[src/rtl/alu_wb_unit.sv]
// Single-cycle integer ALU feeding a WB_DEPTH-entry writeback queue toward the CDB; results appear one cycle after dispatch.
// alu_full rises one entry early; a dispatch into a full queue without a same-cycle pop is dropped and flagged in overflow_err.
`ifndef RS_TYPE_BIT
`define RS_TYPE_BIT 5
`endif
`ifndef ROB_SIZE_BIT
`define ROB_SIZE_BIT 4
`endif

module wb_fifo #(
  parameter int W     = 36,
  parameter int DEPTH = 4
) (
  input  logic                     clk_in,
  input  logic                     rst_n_in,
  input  logic                     en,
  input  logic                     clr,
  input  logic                     push,
  input  logic                     pop,
  input  logic [W-1:0]             wr_dat,
  output logic [W-1:0]             rd_dat,
  output logic [$clog2(DEPTH):0]   count
);
  localparam int PW = $clog2(DEPTH);

  logic [W-1:0]  mem [DEPTH];
  logic [PW-1:0] wr_ptr;
  logic [PW-1:0] rd_ptr;

  always_ff @(posedge clk_in or negedge rst_n_in) begin
    if (!rst_n_in) begin
      wr_ptr <= '0;
      rd_ptr <= '0;
      count  <= '0;
      for (int i = 0; i < DEPTH; i++) mem[i] <= '0;
    end else if (en) begin
      if (clr) begin
        wr_ptr <= '0;
        rd_ptr <= '0;
        count  <= '0;
      end else begin
        if (push) begin
          mem[wr_ptr] <= wr_dat;
          wr_ptr      <= wr_ptr + 1'b1;
        end
        if (pop) rd_ptr <= rd_ptr + 1'b1;
        case ({push, pop})
          2'b10:   count <= count + 1'b1;
          2'b01:   count <= count - 1'b1;
          default: count <= count;
        endcase
      end
    end
  end

  assign rd_dat = mem[rd_ptr];
endmodule

module alu_wb_unit #(
  parameter int WB_DEPTH = 4
) (
  input  logic                     clk_in,
  input  logic                     rst_n_in,
  input  logic                     rdy_in,
  input  logic                     rob_clear,
  input  logic                     alu_valid,
  input  logic [31:0]              alu_r1,
  input  logic [31:0]              alu_r2,
  input  logic [`RS_TYPE_BIT-1:0]  alu_op,
  input  logic [`ROB_SIZE_BIT-1:0] alu_rob_idx,
  output logic                     alu_full,
  input  logic                     wb_grant,
  output logic                     alu_wb_valid,
  output logic [`ROB_SIZE_BIT-1:0] alu_wb_idx,
  output logic [31:0]              alu_wb_value,
  output logic                     overflow_err
);
  localparam int CW = $clog2(WB_DEPTH) + 1;
  localparam logic [CW-1:0] DEPTH_C   = CW'(WB_DEPTH);
  localparam logic [CW-1:0] FULL_TH_C = CW'(WB_DEPTH - 1);

  typedef struct packed {
    logic [`ROB_SIZE_BIT-1:0] idx;
    logic [31:0]              value;
  } wb_entry_t;

  wb_entry_t       push_dat;
  wb_entry_t       head_dat;
  logic [CW-1:0]   count;
  logic [31:0]     result;
  logic [4:0]      shamt;
  logic            lt_s;
  logic            lt_u;
  logic            active;
  logic            pop;
  logic            push;
  logic            drop;
  logic            unused_op_hi;

  assign unused_op_hi = ^alu_op[`RS_TYPE_BIT-1:4];

  assign shamt = alu_r2[4:0];
  assign lt_s  = $signed(alu_r1) < $signed(alu_r2);
  assign lt_u  = alu_r1 < alu_r2;

  always_comb begin
    result = 32'd0;
    case (alu_op[3:0])
      4'd0:    result = alu_r1 + alu_r2;
      4'd1:    result = alu_r1 - alu_r2;
      4'd2:    result = alu_r1 & alu_r2;
      4'd3:    result = alu_r1 | alu_r2;
      4'd4:    result = alu_r1 ^ alu_r2;
      4'd5:    result = alu_r1 << shamt;
      4'd6:    result = alu_r1 >> shamt;
      4'd7:    result = $unsigned($signed(alu_r1) >>> shamt);
      4'd8:    result = {31'd0, lt_s};
      4'd9:    result = {31'd0, lt_u};
      4'd10:   result = {31'd0, alu_r1 == alu_r2};
      4'd11:   result = {31'd0, alu_r1 != alu_r2};
      4'd12:   result = {31'd0, !lt_s};
      4'd13:   result = {31'd0, !lt_u};
      default: result = 32'd0;
    endcase
  end

  // A flush takes priority over any same-cycle dispatch or grant.
  assign active = rdy_in && !rob_clear;
  assign pop    = active && alu_wb_valid && wb_grant;
  assign push   = active && alu_valid && ((count < DEPTH_C) || pop);
  assign drop   = active && alu_valid && (count == DEPTH_C) && !pop;

  assign push_dat.idx   = alu_rob_idx;
  assign push_dat.value = result;

  wb_fifo #(
    .W     ($bits(wb_entry_t)),
    .DEPTH (WB_DEPTH)
  ) u_fifo (
    .clk_in   (clk_in),
    .rst_n_in (rst_n_in),
    .en       (rdy_in),
    .clr      (rob_clear),
    .push     (push),
    .pop      (pop),
    .wr_dat   (push_dat),
    .rd_dat   (head_dat),
    .count    (count)
  );

  always_ff @(posedge clk_in or negedge rst_n_in) begin
    if (!rst_n_in)  overflow_err <= 1'b0;
    else if (drop)  overflow_err <= 1'b1;
  end

  assign alu_wb_valid = (count != '0);
  assign alu_wb_idx   = head_dat.idx;
  assign alu_wb_value = head_dat.value;
  assign alu_full     = (count >= FULL_TH_C);
endmodule

[config.mk]
export PLATFORM = sky130hd
export DESIGN_NAME = alu_wb_unit
export DESIGN_NICKNAME = d
export VERILOG_FILES = /design/src/rtl/alu_wb_unit.sv
export SDC_FILE = /design/constraint.sdc
export NUM_CORES = 1
export LEC_CHECK = 0
export BUFFER_PORTS_ARGS = -buffer_cell sky130_fd_sc_hd__buf_4
export CORE_UTILIZATION = 38
export CTS_BUF_LIST = sky130_fd_sc_hd__clkbuf_2
export CTS_CLUSTER_DIAMETER = 60
export CTS_CLUSTER_SIZE = 20
export DETAILED_ROUTE_END_ITERATION = 10
export PLACE_DENSITY_LB_ADDON = 0.25
export SETUP_SLACK_MARGIN = 0.1
export SLEW_MARGIN = 40
export SYNTH_ARGS = -nofsm -noshare
export SYNTH_HDL_FRONTEND = slang
export SYNTH_SLANG_ARGS = --single-unit
[constraint.sdc]
create_clock -name clk_in -period 5.3 [get_ports clk_in]
set_input_delay 0.53 -clock clk_in [delete_from_list [all_inputs] [get_ports clk_in]]
set_output_delay 0.53 -clock clk_in [all_outputs]
set_load 0.005 [all_outputs]
# After elaboration in Yosys (flattened, before gate mapping)
# Cells that the tools add are included.
dict set report op_classes {
  addsub 6
  n_lt_le_gt_ge 7
  n_eq_ne 18
  shift 3
  muxes 13
  bitwise 6
  n_reduce_logical 22
}
# op count
set op_table {}
lappend op_table {{$pmux 32 s14} 1}
lappend op_table {{$bwmux 144} 1}
lappend op_table {{$mux 36} 3}
lappend op_table {{$bmux 36 s2} 1}
lappend op_table {{$demux 36 s2} 1}
lappend op_table {{$lt 32x32->1} 2}
lappend op_table {{$add 32x32->32} 1}
lappend op_table {{$and 32x32->32} 1}
lappend op_table {{$eq 32x32->1} 1}
lappend op_table {{$ne 32x32->1} 1}
lappend op_table {{$or 32x32->32} 1}
lappend op_table {{$shl 32x5->32} 1}
lappend op_table {{$shr 32x5->32} 1}
lappend op_table {{$sshr 32x5->32} 1}
lappend op_table {{$sub 32x32->32} 1}
lappend op_table {{$xor 32x32->32} 1}
lappend op_table {{$eq 4x4->1 const B} 6}
lappend op_table {{$eq 4x3->1 const B} 4}
lappend op_table {{$eq 4x2->1 const B} 2}
lappend op_table {{$logic_and 1x1->1} 8}
lappend op_table {{$mux 2} 4}
lappend op_table {{$ge 3x3->1 const B} 2}
lappend op_table {{$not 2->3} 2}
lappend op_table {{$pmux 3 s2} 1}
lappend op_table {{other kinds (19)} 27}
dict set report word_totals {
  register_bits 152
  in_bits 79
  out_inout_bits 39
  wordCells 83
}

# Longest topological paths before layout
# Gate-level depths: netlist of run 1.
dict set report logic_depth {
  word_depth 9
  mapped_depth 15
  mapped_depth_nobuf 13
}

# Modules after synthesis
# From an unflattened synthesis of run 1, not the netlist that was laid out.
dict set report unflattened {
  hier_cells 1676
  area_unflattened_um2 16215.6
}
# module instances cells_per_inst area_per_inst_um2 seq_area_each_um2
set by_module_without_submodules {}
lappend by_module_without_submodules {alu_wb_unit 1 1277 8871.0 25.0}
lappend by_module_without_submodules {wb_fifo 1 399 7344.5 3778.6}

# Least setup slack after synthesis of run 1
# Ideal clock, no wire load.
dict set report synth_path {
  kind {input to register}
  startpoint {input alu_r2[2]}
  endpoint {register u_fifo.mem[101] (netlist name)}
  setup_time_ps 125
  t_arrival_ps 3949
  required_ps 5175
  path_slack_ps 1227
  path_stages 15
  n_path_buf 4
  path_cell_list {buf_4 inv_1 buf_1 buf_1 ha_1 clkbuf_1 nor2_1 o31ai_1 a31oi_1 a2111oi_2 nor2_1 a2111o_1 or4b_1 nand3_2 mux2_2}
}
dict set report synth_via {
  elab_chain_cells 3
  word_cells_on_any_way 7
  cone_classes {add/sub: 2; shift: 3; mux: 2}
}
# item line_no
set synth_rtl {}
lappend synth_rtl {{start, declared} 68} ;# input logic [31:0] alu_r2,
lappend synth_rtl {{$sub 32x32->32 (tied with other cells)} 110} ;# 4'd1: result = alu_r1 - alu_r2;
lappend synth_rtl {{$pmux 32 s14 *} 108} ;# case (alu_op[3:0])
lappend synth_rtl {{$bwmux 144 *} 43} ;# mem[wr_ptr] <= wr_dat;
lappend synth_rtl {{end signal, assigned by index} 43}
lappend synth_rtl {{end, declared} 26} ;# logic [W-1:0] mem [DEPTH];
# Mark *: on every way between the ends. The rest lies on a longest branch, timed or not.
# A chain may end at the register's enable or synchronous reset.

# Worst setup path in the final report of run 1
dict set report layout_path {
  startpoint {input alu_r2[1]}
  endpoint {register u_fifo.mem[57] (netlist name)}
}
# The elaborated chain is that of the path after synthesis.

==> results of run 1 <==
[power by group through the flow]
stage                     registers (mW)  logic, mW  clock network, mW
after detailed placement            1.99       2.48                  0
after global placement              1.96       2.44                  0
after floorplan                     1.81       1.66                  0
after global routing                2.03       2.72              0.734
after CTS                           1.96       2.50              0.681
final                               1.96       2.51              0.657
[cell families (layout without fill, tap and decap cells)]
group,Yosys count,after routing,synth area share
simple gates,583,583,0.166
xor+xnor,25,25,0.0138
compound gates,554,554,0.227
flops,152,152,0.240
fa+ha+maj,107,107,0.0860
other cells,0,2,0
buf+inv,242,296,0.0654
mux,218,218,0.201
[synthesized netlist by cell type (all sizes together) (8+ instances only)]
cell type  number
nand2         228
nor2          176
dfrtp         152
o21ai         138
a21oi         134
inv           106
ha            104
mux2           92
clkbuf         89
mux4           70
mux2i          56
buf            47
nor3           38
a211oi         35
nand3          30
a31oi          28
a21o           24
o211ai         24
xnor2          21
a22oi          20
nor2b          19
nor4           15
o21bai         14
a221oi         13
nand2b         13
o221ai         11
o31ai          11
a211o          10
o22ai          10
and2            9
nand4           9
or3             8
[how the worst max path moves through the flow]
stage	from	to	slack [ps]	depth (start not counted)
floorplan	alu_r2[2]	u_fifo.mem[101]$_DFFE_PN0P_	1230	15
global placement	alu_r2[1]	u_fifo.mem[21]$_DFFE_PN0P_	910	12
detailed placement	alu_r2[1]	u_fifo.mem[125]$_DFFE_PN0P_	850	12
CTS	alu_r2[1]	u_fifo.mem[17]$_DFFE_PN0P_	1660	12
global route	alu_r2[1]	u_fifo.mem[93]$_DFFE_PN0P_	1380	12
finish	alu_r2[1]	u_fifo.mem[57]$_DFFE_PN0P_	1470	12
[metrics by stage]
stage,cell area [sq um],setup slack (ps)
finish,17400,1470
CTS,17400,1660
global placement,17000,914
floorplan,15800,1230
global route,17400,1380
detailed placement,17000,852
[cell usage in the layout, fill, tap and decap left out, types with 56 or more instances in the layout]
master   netlist  layout
a21oi_1      134     134
mux2i_1       56      56
nand2_1      228     228
nor2_1       176     175
ha_1         104     104
dfrtp_1      152     150
buf_4          7     147
mux2_2        92      92
mux4_2        69      69
inv_1        103     103
o21ai_0      138     135
[layer usage]
layer | GRT usage | up-vias
met2 | 0.435 | 710
li1 | - | 6972
met3 | 0.0391 | 131
met1 | 0.386 | 7515
met4 | 0.142 | 0
met5 | 0 | -
[state kept, by name, indices dropped and copies added (netlist names)]
register	cells
u_fifo.mem	144
u_fifo.count	3
u_fifo.rd_ptr	2
u_fifo.wr_ptr	2
overflow_err	1
[area by class of cell]
| cell class | count | area, sq um |
|---|---|---|
| timing repair buffer | 158 | 1230 |
| clock inverter | 15 | 159 |
| clock buffer | 17 | 85.1 |
| inverter | 106 | 398 |
| multi-input combinational | 1487 | 11000 |
| tap | 532 | 666 |
| fill | 4126 | 23600 |
| antenna | 2 | 5.00 |
| sequential | 152 | 3810 |
[timing repair]
item	4_1_cts	5_1_grt
hold endpoints to repair	116	0
endpoints found under the setup margin	0	0
hold buffers	9	0
gates resized for setup	0	0
[worst reg2reg max path, delay by kind of cell (launching register included)]
family	cells	cell delay, ps
buffers and inverters	1	420
multiplexers	1	380
flip-flops	1	480
AND/OR/NAND/NOR	3	1420
==> impl_metrics.py, run 1 <==
metrics = {
    "setup_path": {
        "critical-path-top-delay-family": "compound AO/OA/AOI/OAI gates",
        "r2r-start": "u_fifo.count[2]$_DFFE_PN0P_",
        "critical_path_slowest_stage_cell": "a31oi_1",
        "worst_flop_to_flop_path_endpoint": "u_fifo.mem[99]$_DFFE_PN0P_",
        "worst_path_largest_cell_delay_ps": 580,
        "cp.required_ps": 5930,
        "crit_fanout": 33,
        "worstPathCellList": "buf_4, inv_2, ha_1, a211oi_1, o31ai_1, a31oi_1, a21boi_0, nor4b_1, nor3_1, a311o_1, a21oi_1, o21ai_0",
        "worst_ep_arrival_time_ps": 4460,
        "setup.worst_path.end_class": "flop",
        "worstRegToRegCells": 5,
        "critPathBufInv": 2,
        "critPathLaunchType": "primary input",
        "r2r_slack_ps": 2490,
        "criticalPathCategory": "in -> reg",
    },
    "placement": {
        "finalWeightedCongestion": 1.03,
        "io_buffers": 116,
        "placed_cells": 2426,
        "detailed_place_hpwl_um": 45800,
    },
    "timing": {
        "report.final.slew_viol_count": 0,
        "setup_tns_ps": 0,
        "post-route-period-util": 0.722,
        "timing.hold.ws_ps": 187,
        "worst_clock_skew_ps": 54.1,
        "setup_repair_after_global_routing_missed_its_margin": "no",
        "finalSetupViolCount": 0,
        "finalCriticalPeriod_ps": 3830,
        "worst_pin_slew_ps": 908,
        "max_clock_freq_mhz": 261,
        "final_hold_viol_count": 0,
        "timing.max_slew.rel_slack": 0.388,
    },
    "logic_synthesis": {
        "synth_sequential_area_ratio": 0.240,
        "synthCells": 1881,
        "net_count_of_the_mapped_netlist": 2067,
        "yosysTopAreaCell": "dfrtp_1",
        "ys_async_sr_fraction": 1.00,
        "ys_warn_count": 0,
        "syn_area_per_cell_sq_um": 8.41,
        "post_synth_instance_area_sq_um": 15800,
        "yosysUniqueCellTypes": 85,
        "dominantRegCellSynth": "dfrtp_1",
        "netlist_top_cells_area": "dfrtp_1 (24%), mux4_2 (9.8%), ha_1 (8.2%)",
        "synth_top_area_share": 0.240,
        "synth_enable_flop_cells": 0,
        "synth.ff_latch_count": 152,
    },
    "route": {
        "finalWirelength_um": 60100,
        "drt-initial-drc-count": 1615,
        "ant_nets": 0,
        "met2WireLength_um": 26700,
        "routed_via_density": 6.21,
        "route.detailed.wl_per_inst_um": 24.3,
        "total_number_of_vias": 15328,
        "detailroute.wirelength.met3_um": 4160,
        "route.top_layer_used": "met4",
        "met1Wirelength_um": 26100,
        "drt_first_pass_iters": 6,
        "detail_route.drc_violations": 0,
    },
    "grt": {
        "pin_count_of_the_biggest_net_entering_global_routing": 99,
        "globalRouteOverflowTotal": 0,
        "global_route.usage.total": 0.283,
        "vias_in_the_first_global_route": 14306,
        "grt_antenna_before_repair": 1,
        "wire_length_of_the_first_global_routing_pass_um": 89400,
    },
    "worst_hold_path": {
        "timing.hold.worst_path_depth": 3,
        "timing.hold.worst.start": "wb_grant",
        "timing.hold.worst_endpoint": "overflow_err$_DFFE_PN0P_",
        "worst_hold_path_type": "in -> reg",
    },
    "clock_network": {
        "cts_root_buf": "clkbuf_2",
        "clock_path_buffers": 2,
        "cts.repair_timing.setup_buffer_count": 0,
        "cts_htree_levels": 4,
        "cts_sinks": 152,
        "tritoncts.num_buffers": 17,
        "clkTransAtPathRegs_ps": 220,
        "cts_tree": "built",
        "clk-insertion-delay-late_ps": 770,
    },
    "power": {
        "p_switching_mw": 2.04,
        "pwr-share-comb": 0.489,
        "internal-power_mw": 3.08,
        "worst_ir_drop_vdd_mv": 0.206,
        "static-leakage-power_nw": 7.67,
        "p_per_area_nw_per_um2": 295,
        "clock_power_share": 0.128,
        "pwr-share-seq": 0.382,
        "power_mw": 5.12,
        "swShare": 0.399,
    },
    "die": {
        "fp.dieArea_sq_um": 42500,
        "floorplan.die.height_um": 206,
        "boundaryPins": 118,
        "core-area_sq_um": 40900,
        "core.rowCount": 74,
        "die_w_um": 206,
        "initial_core_util": 0.387,
    },
    "cells_and_area": {
        "post-route-util": 0.425,
        "design.final.nets": 2108,
        "syn_to_final_growth_pct": 9.77,
        "layout.cells.non_filler": 2469,
        "drive_gt1_frac": 0.193,
    },
    "outcome": {
        "run_status": "completed",
    },
    "run": {
        "maxCapViolCount": 0,
    },
}
(Power assumes the default switching activity.)
==> run 2, diff against run 1 <==
Clock period 5.3 ns to 3.7 ns, I/O delays scaled along.
==> run 2 against run 1 <==
Effect of this change: core utilization is 2.7 points higher; worst hold slack worse by 71 ps; clock skew rose by 4.2 ps; critical path type unchanged; global-route usage is 1.5 points higher; register-to-register slack lost 1100 ps; worst setup slack got worse by 810 ps; first-iteration DRC count grew 8.7%; via count is 3.0% higher; routed wire length up 5.5%.
==> impl_metrics.py, run 2 (synthesis results as in run 1) <==
metrics = {
    "outcome": {
        "run_status": "completed",
    },
    "route": {
        "detail_route.drc_violations": 0,
        "drt-initial-drc-count": 1756,
        "total_number_of_vias": 15786,
        "ant_nets": 0,
        "finalWirelength_um": 63400,
        "drt_first_pass_iters": 6,
        "routed_via_density": 6.07,
        "route.detailed.wl_per_inst_um": 24.4,
    },
    "power": {
        "worst_ir_drop_vdd_mv": 0.260,
        "static-leakage-power_nw": 8.35,
        "p_per_area_nw_per_um2": 413,
        "power_mw": 7.64,
    },
    "cells_and_area": {
        "largest_register_ff_count": 144,
        "post-route-util": 0.452,
        "largestRegisters": "u_fifo.mem (144), u_fifo.count (3)",
        "drive_gt1_frac": 0.244,
        "layout.cells.non_filler": 2599,
        "design.final.nets": 2238,
        "post-route-cell-area_sq_um": 18500,
        "layout.cells.most_common_list": "buf_4 (269), nand2_1 (228), nor2_1 (176)",
        "syn_to_final_growth_pct": 16.8,
        "nFillCells": 4086,
        "largest-register": "u_fifo.mem",
        "most_common_library_cell_in_the_layout_ignoring_fill_and_taps": "buf_4",
    },
    "worst_hold_path": {
        "worst_hold_path_type": "in -> reg",
        "timing.hold.worst.start": "wb_grant",
        "timing.hold.worst_path_depth": 4,
        "timing.hold.worst_endpoint": "u_fifo.rd_ptr[0]$_DFFE_PN0P_",
    },
    "grt": {
        "pin_count_of_the_biggest_net_entering_global_routing": 68,
        "most_used_layer_global_route": "met2",
        "use_met2": 0.458,
        "grt_antenna_before_repair": 1,
        "global_route.usage.met1": 0.418,
        "globalRouteMet3Util": 0.0292,
        "vias_in_the_first_global_route": 14944,
        "wire_length_of_the_first_global_routing_pass_um": 94700,
        "global_route.usage.total": 0.298,
        "globalRouteOverflowTotal": 0,
    },
    "placement": {
        "detailed_place.area_sq_um": 18100,
        "detailed_place_hpwl_um": 49600,
        "placed_cells": 2555,
        "place_worst_setup_slack_ps": -17.3,
        "finalWeightedCongestion": 1.01,
        "io_buffers": 116,
    },
    "timing": {
        "setup_tns_ps": 0,
        "post-route-period-util": 0.821,
        "timing.max_slew.rel_slack": 0.429,
        "setup_repair_after_global_routing_missed_its_margin": "no",
        "worst_clock_skew_ps": 58.3,
        "timing.hold.ws_ps": 116,
        "postLayoutSetupSlackWorst_ps": 663,
        "worst_pin_slew_ps": 847,
        "final_hold_viol_count": 0,
        "report.final.slew_viol_count": 0,
        "max_clock_freq_mhz": 329,
        "finalSetupViolCount": 0,
        "finalCriticalPeriod_ps": 3040,
    },
    "clock_network": {
        "clock_path_buffers": 2,
        "cts_root_buf": "clkbuf_2",
        "clkTransAtPathRegs_ps": 250,
        "cts_sinks": 152,
        "cts_htree_levels": 4,
        "cts_tree": "built",
        "clk-insertion-delay-late_ps": 720,
        "cts.repair_timing.setup_buffer_count": 0,
        "tritoncts.num_buffers": 17,
    },
    "setup_path": {
        "criticalPathCategory": "in -> reg",
        "cp.required_ps": 4290,
        "worst_flop_to_flop_path_endpoint": "u_fifo.rd_ptr[1]$_DFFE_PN0P_",
        "crit_fanout": 10,
        "critPathLaunchType": "primary input",
        "r2r_slack_ps": 1380,
        "r2r-start": "u_fifo.rd_ptr[0]$_DFFE_PN0P_",
        "setup.worst_path.end_class": "flop",
        "worstRegToRegCells": 6,
        "worst_ep_arrival_time_ps": 3630,
    },
    "run": {
        "maxCapViolCount": 0,
    },
    "die": {
        "initial_core_util": 0.387,
        "die_w_um": 206,
        "boundaryPins": 118,
        "core.rowCount": 74,
        "fp.dieArea_sq_um": 42500,
        "floorplan.die.height_um": 206,
        "core-area_sq_um": 40900,
    },
}
## run 2: cell count changes in the layout (fill, tap and decap cells not counted), sizes merged
cell and change:
dlygate4sd3 +1, buf +129, bufinv +1, clkinv -2, clkinvlp +1
## run 2: layout make-up
cell class              count  area, sq um  share of cell area
diodes                      2         5.00            0.000271
clock buffers              17         85.1             0.00460
clock inverters            15          184             0.00995
inverters                 106          398              0.0215
multi-input cells        1487        11000               0.597
flip-flops and latches    152         3810               0.206
well taps                 532          666              0.0360
repair buffers            288         2300               0.124
## run 2: metal layers
metal,vias to the layer above,part of all wire
met2,714,0.44
met5,-,0
met1,7705,0.44
met3,116,0.062
li1,7251,-
met4,0,0.052
## run 2: worst max-delay path by stage
stage,startpoint,end,slack [ps]
after floorplan,alu_r2[1],u_fifo.mem[101]$_DFFE_PN0P_,120
after global routing,u_fifo.rd_ptr[0]$_DFFE_PN0P_,alu_wb_value[4],510
after detailed placement,alu_r1[11],u_fifo.mem[134]$_DFFE_PN0P_,-20
final,alu_r1[11],u_fifo.mem[134]$_DFFE_PN0P_,660
after CTS,u_fifo.rd_ptr[0]$_DFFE_PN0P_,alu_wb_value[2],610
after global placement,alu_r1[0],u_fifo.mem[134]$_DFFE_PN0P_,30
## run 2: repair_timing
action | CTS | global route
hold buffers | 10 | 0
resized for setup | 0 | 0
endpoints found under the hold margin | 120 | 0
## run 2: worst max-delay path, stage by stage
cell	delay [ps]
buf_4	170
inv_1	60
ha_1	380
nor4_1	360
buf_4	190
nand3_1	70
a211oi_1	200
a211oi_1	110
a221oi_1	540
a2111oi_0	250
buf_4	190
or3_1	300
a21oi_1	300
a21oi_1	120
## run 2: power breakdown
part	switching [mW]	internal, mW
clock	0.677	0.342
combinational	1.86	1.96
sequential	0.474	2.33
total	3.01	4.63
